==> config.mk <==
export PLATFORM = sky130hd
export DESIGN_NAME = csr_exec
export DESIGN_NICKNAME = d
export VERILOG_FILES = /design/src/rtl/csr_exec.sv
export SDC_FILE = /design/constraint.sdc
export NUM_CORES = 1
export LEC_CHECK = 0
export ABC_AREA = 1
export CAP_MARGIN = 15
export CORE_ASPECT_RATIO = 0.75
export CORE_MARGIN = 2
export CORE_UTILIZATION = 42
export CTS_CLUSTER_SIZE = 28
export DETAILED_ROUTE_END_ITERATION = 10
export GPL_TIMING_DRIVEN = 0
export PLACE_DENSITY = 0.8
export SKIP_CTS_REPAIR_TIMING = 1
export SLEW_MARGIN = 25
export SYNTH_ARGS = -nofsm -noshare
export SYNTH_HDL_FRONTEND = slang
export SYNTH_SLANG_ARGS = --single-unit
==> constraint.sdc <==
create_clock -name clk -period 1.6 [get_ports clk]
set_input_delay 0.4 -clock clk [delete_from_list [all_inputs] [get_ports clk]]
set_output_delay 0.4 -clock clk [all_outputs]
set_load 0.02 [all_outputs]
==> src/rtl/csr_exec.sv <==
// Execute-side sequencer for SYSTEM instructions: CSR read-modify-write, ecall and mret.
// Three-state flow IDLE -> EXEC -> RESP; the CSR file is read and written during EXEC.
module csr_exec #(
    parameter int WIDTH = 32
) (
    input  logic             clk,
    input  logic             rst,
    input  logic             in_valid,
    output logic             in_ready,
    input  logic [2:0]       in_funct3,
    input  logic             in_is_ecall,
    input  logic             in_is_mret,
    input  logic [11:0]      in_csr_addr,
    input  logic [4:0]       in_rs1_idx,
    input  logic [WIDTH-1:0] in_rs1_data,
    input  logic [4:0]       in_rd_idx,
    input  logic [WIDTH-1:0] in_pc,
    output logic [11:0]      csr_addr,
    output logic             csr_wen,
    output logic [WIDTH-1:0] csr_wdata,
    output logic             csr_is_ecall,
    output logic [WIDTH-1:0] csr_pc,
    input  logic [WIDTH-1:0] csr_rdata,
    input  logic [WIDTH-1:0] csr_mtvec,
    input  logic [WIDTH-1:0] csr_mepc,
    output logic             out_valid,
    input  logic             out_ready,
    output logic [4:0]       out_rd_idx,
    output logic [WIDTH-1:0] out_rd_data,
    output logic             out_rd_wen,
    output logic             out_redirect,
    output logic [WIDTH-1:0] out_redirect_pc,
    output logic             out_illegal
);

    // Handshakes: a transfer happens on a clock edge where valid and ready are both high.
    typedef enum logic [1:0] {IDLE, EXEC, RESP} state_t;

    state_t           state;
    logic [2:0]       f3_q;
    logic             ecall_q;
    logic             mret_q;
    logic [4:0]       rs1_idx_q;
    logic [4:0]       rd_idx_q;
    logic [WIDTH-1:0] rs1_data_q;
    logic [WIDTH-1:0] operand;
    logic [WIDTH-1:0] wdata_calc;
    logic             in_is_op;
    logic             in_wen_dec;
    logic             q_is_op;

    assign in_ready = (state == IDLE);

    // Decode of the incoming instruction so csr_wen can be a registered strobe in EXEC.
    assign in_is_op   = !in_is_ecall && !in_is_mret && (in_funct3[1:0] != 2'b00);
    assign in_wen_dec = in_is_op && ((in_funct3[1:0] == 2'b01) || (in_rs1_idx != 5'd0));
    assign q_is_op    = !ecall_q && !mret_q && (f3_q[1:0] != 2'b00);

    always_comb begin
        operand    = f3_q[2] ? {{(WIDTH-5){1'b0}}, rs1_idx_q} : rs1_data_q;
        wdata_calc = '0;
        case (f3_q[1:0])
            2'b01:   wdata_calc = operand;
            2'b10:   wdata_calc = csr_rdata | operand;
            2'b11:   wdata_calc = csr_rdata & ~operand;
            default: wdata_calc = '0;
        endcase
    end

    // Write data depends on the old value read this cycle, so it cannot be registered.
    assign csr_wdata = (state == EXEC) ? wdata_calc : '0;

    always_ff @(posedge clk or negedge rst) begin
        if (!rst) begin
            state           <= IDLE;
            f3_q            <= '0;
            ecall_q         <= 1'b0;
            mret_q          <= 1'b0;
            rs1_idx_q       <= '0;
            rd_idx_q        <= '0;
            rs1_data_q      <= '0;
            csr_addr        <= '0;
            csr_wen         <= 1'b0;
            csr_is_ecall    <= 1'b0;
            csr_pc          <= '0;
            out_valid       <= 1'b0;
            out_rd_idx      <= '0;
            out_rd_data     <= '0;
            out_rd_wen      <= 1'b0;
            out_redirect    <= 1'b0;
            out_redirect_pc <= '0;
            out_illegal     <= 1'b0;
        end else begin
            case (state)
                IDLE: begin
                    if (in_valid) begin
                        f3_q         <= in_funct3;
                        ecall_q      <= in_is_ecall;
                        mret_q       <= in_is_mret && !in_is_ecall;
                        rs1_idx_q    <= in_rs1_idx;
                        rd_idx_q     <= in_rd_idx;
                        rs1_data_q   <= in_rs1_data;
                        csr_addr     <= in_csr_addr;
                        csr_pc       <= in_pc;
                        csr_wen      <= in_wen_dec;
                        csr_is_ecall <= in_is_ecall;
                        state        <= EXEC;
                    end
                end
                EXEC: begin
                    csr_wen      <= 1'b0;
                    csr_is_ecall <= 1'b0;
                    out_valid    <= 1'b1;
                    out_rd_idx   <= rd_idx_q;
                    out_rd_data  <= csr_rdata;
                    out_rd_wen   <= q_is_op && (rd_idx_q != 5'd0);
                    out_redirect <= ecall_q || mret_q;
                    out_illegal  <= !ecall_q && !mret_q && (f3_q[1:0] == 2'b00);
                    if (ecall_q)
                        out_redirect_pc <= csr_mtvec;
                    else if (mret_q)
                        out_redirect_pc <= csr_mepc;
                    else
                        out_redirect_pc <= '0;
                    state <= RESP;
                end
                RESP: begin
                    if (out_ready) begin
                        out_valid <= 1'b0;
                        state     <= IDLE;
                    end
                end
                default: state <= IDLE;
            endcase
        end
    end

endmodule

==> results_dict.tcl <==
set metrics [dict create \
    status "finished with violations" \
    violations "negative setup slack" \
    drt-pass1-iter-count 5 \
    hold_class "flip-flop to flip-flop" \
    fillers 1473 \
    yosysSeqAreaShare_pct 54.1 \
    worst-path-buf-inv 3 \
    tritoncts "yes" \
    synth_cell_types 19 \
    route.detailed.drc 0 \
    die_width_um 161 \
    crit_path_end_kind "output port" \
    layout_common_cells "nand2_1, clkdlybuf4s50_1, dfrtp_1, dlymetal6s2s_1, nand3_1" \
    min_period_over_period_pct 135 \
    rsz0062_at_grt "yes" \
    initial_core_util_pct 42.4 \
    grt_pass1_vias 7661 \
    rows 43 \
    yosys.area_share.simple_pct 34.2 \
    dp_cells 1614 \
    syn_to_final_growth_pct 62.3 \
    core_area_um2 18300 \
    drive_above_1_share_pct 12.1 \
    clockRootBuffer "clkbuf_16" \
    ys_ff_latch 168 \
    drt_iter0_markers 597 \
    vias_per_cell 4.93 \
    finalCriticalPeriod_ns 2.15 \
    routedWlPerCell_um 16.8 \
    cts_sinks 168 \
    ir_drop_mv 1.29 \
    drt_wl_total_mm 27.7 \
    slew_viol_final 0 \
    antenna_found_initial 1 \
    yosysWarnings 0 \
    num-nets-final 1584 \
    required_ns 1.20 \
    start_kind "flip-flop" \
    fp.dieH_um 122 \
    fin_skew_ns 0.00998 \
    grt_usage_pct 27.3 \
    cp.arrival_ns 1.75 \
    synthTopCellsByArea "dfrtp_1, nand2_1, nand3_1, o21ai_0, nor2_1" \
    clk_latency_ns 0.43 \
    placed_area_um2 11600 \
    syn_inst 1024 \
    synth.avg_cell_area_um2 7.58 \
    drtAntennaViolNets 0 \
    gp_congestion 0.894 \
    dr_total_vias 8149 \
    fin_cells 1654 \
    syn_area_um2 7760 \
    dieArea_um2 19600 \
    grt_pass1_wl_mm 41.2 \
    synth-adder-area-share_pct 0 \
    path_clk_slew_ns 0.07 \
    worstMarginPinSlew_ns 0.645 \
    final_common_cell "nand2_1" \
    final_cell_area_um2 12600 \
    critPathMaxStageDelay_ns 0.37 \
    finalHoldViolCount 0 \
    ioPinCount 343 \
    power.leakage_nw 7.59 \
    synth_xor_area_share_pct 0 \
    synth_top_family_by_area "simple AND/OR/NAND/NOR gates" \
    synth_fp_nets 1215 \
    clk_path_buf_depth 2 \
    power_w 0.0244 \
    path_delay_family "buffers and inverters" \
    maxCapViolations 0 \
    setup_violations 32 \
    power_density_nw_per_um2 1930 \
    hpwl_mm 20.1 \
    clock.fmax_ghz 0.464 \
    muxShareOfSynthArea_pct 0 \
    grt-ovfl-total 0 \
    worstPathCellList "buf_6 > buf_2 > nor2_1 > nand3_1 > a21oi_2 > buf_4" \
    yosysTopAreaCell "dfrtp_1" \
    cp_slowest_cell "dfrtp_1" \
    setup_ws_ns -0.553 \
    fin_util_pct 68.9 \
    relSlewSlack_pct 57.0 \
    synth_compound_area_share_pct 4.74 \
    synth_top_area_share_pct 54.1 \
    cts_max_level 4 \
    cts_buffers 17 \
    cp_max_fo 10 \
    grt_max_degree 90 \
    port_buffers 342 \
    worstSetupPathType "flip-flop to output port" \
]
==> area by class of cell <==
cell class | instances | area [um^2] | share of cell area (%)
multi-input cells | 747 | 3160 | 25.1
clock inverters | 14 | 149 | 1.18
repair buffers | 351 | 3740 | 29.7
plain buffers | 60 | 413 | 3.28
well taps | 247 | 309 | 2.45
inverters | 48 | 191 | 1.52
flip-flops and latches | 168 | 4210 | 33.4
clock buffers | 18 | 429 | 3.41
diodes | 1 | 2.50 | 0.0199
==> Yosys cell counts, drive strengths merged <==
cell      n
buf      46
dfrtp   168
clkbuf   15
and2      2
inv      48
nor2     53
o21ai    51
a21oi    21
o21a      1
nand3    82
nand2   537
==> power breakdown <==
group          internal [W]  switching (W)
clock network       0.00232        0.00179
registers           0.00627        0.00116
logic               0.00515        0.00766
==> state kept, by name, summed over array words and instances, names as in the netlist, 2 cells and up <==
register,cells
f3_q,3
out_redirect_pc,32
csr_addr,12
rs1_idx_q,5
out_rd_data,32
state,2
csr_pc,32
out_rd_idx,5
rd_idx_q,5
rs1_data_q,32
==> worst reg2reg max path, stage by stage, from the launching register on <==
cell and delay, ns:
dfrtp_2 0.45, nor2_4 0.16, nand2_4 0.11, inv_4 0.13
buf_6 0.19, buf_6 0.16, nand2_1 0.07, nand2_1 0.06
==> worst paths after layout <==
path | from | slack, ns | to | cells after the start
worst max register to register | state[1]$_DFFE_PN0P_ | 0.21 | csr_pc[28]$_DFFE_PN0P_ | 7
worst min register to register | out_rd_wen$_DFFE_PN0P_ | 0.47 | out_rd_wen$_DFFE_PN0P_ | 2
worst min-delay path | out_rd_wen$_DFFE_PN0P_ | 0.47 | out_rd_wen$_DFFE_PN0P_ | 2
max in group asynchronous | rst | 0.17 | state[0]$_DFFE_PN0P_ | 3
worst max-delay path | f3_q[2]$_DFFE_PN0P_ | -0.55 | csr_wdata[5] | 6
min in group asynchronous | rst | 0.56 | out_rd_data[8]$_DFFE_PN0P_ | 2
==> metrics by stage <==
stage               hold slack, ns  setup WS (ns)  setup TNS (ns)
global route                 0.492         -0.627          -18.01
global placement             0.461          -6.98        -1195.26
detailed placement           0.435         -0.792          -26.70
finish                       0.470         -0.553          -15.47
CTS                        -0.0233          -1.26          -63.89
floorplan                    0.104        -0.0509          -0.814
==> logic make-up after synthesis <==
family | Yosys count
buf+inv | 109
compound gates | 73
simple gates | 674
flops | 168
==> routing by layer <==
metal	vias to the layer above	global-route usage (%)	routed length (um)
met4	0	7.31	594
met3	40	8.07	2290
li1	3904	-	-
met2	341	46.6	13500
met1	3864	34.2	11400
met5	-	0	0
Power figures use the tool's default switching activity.
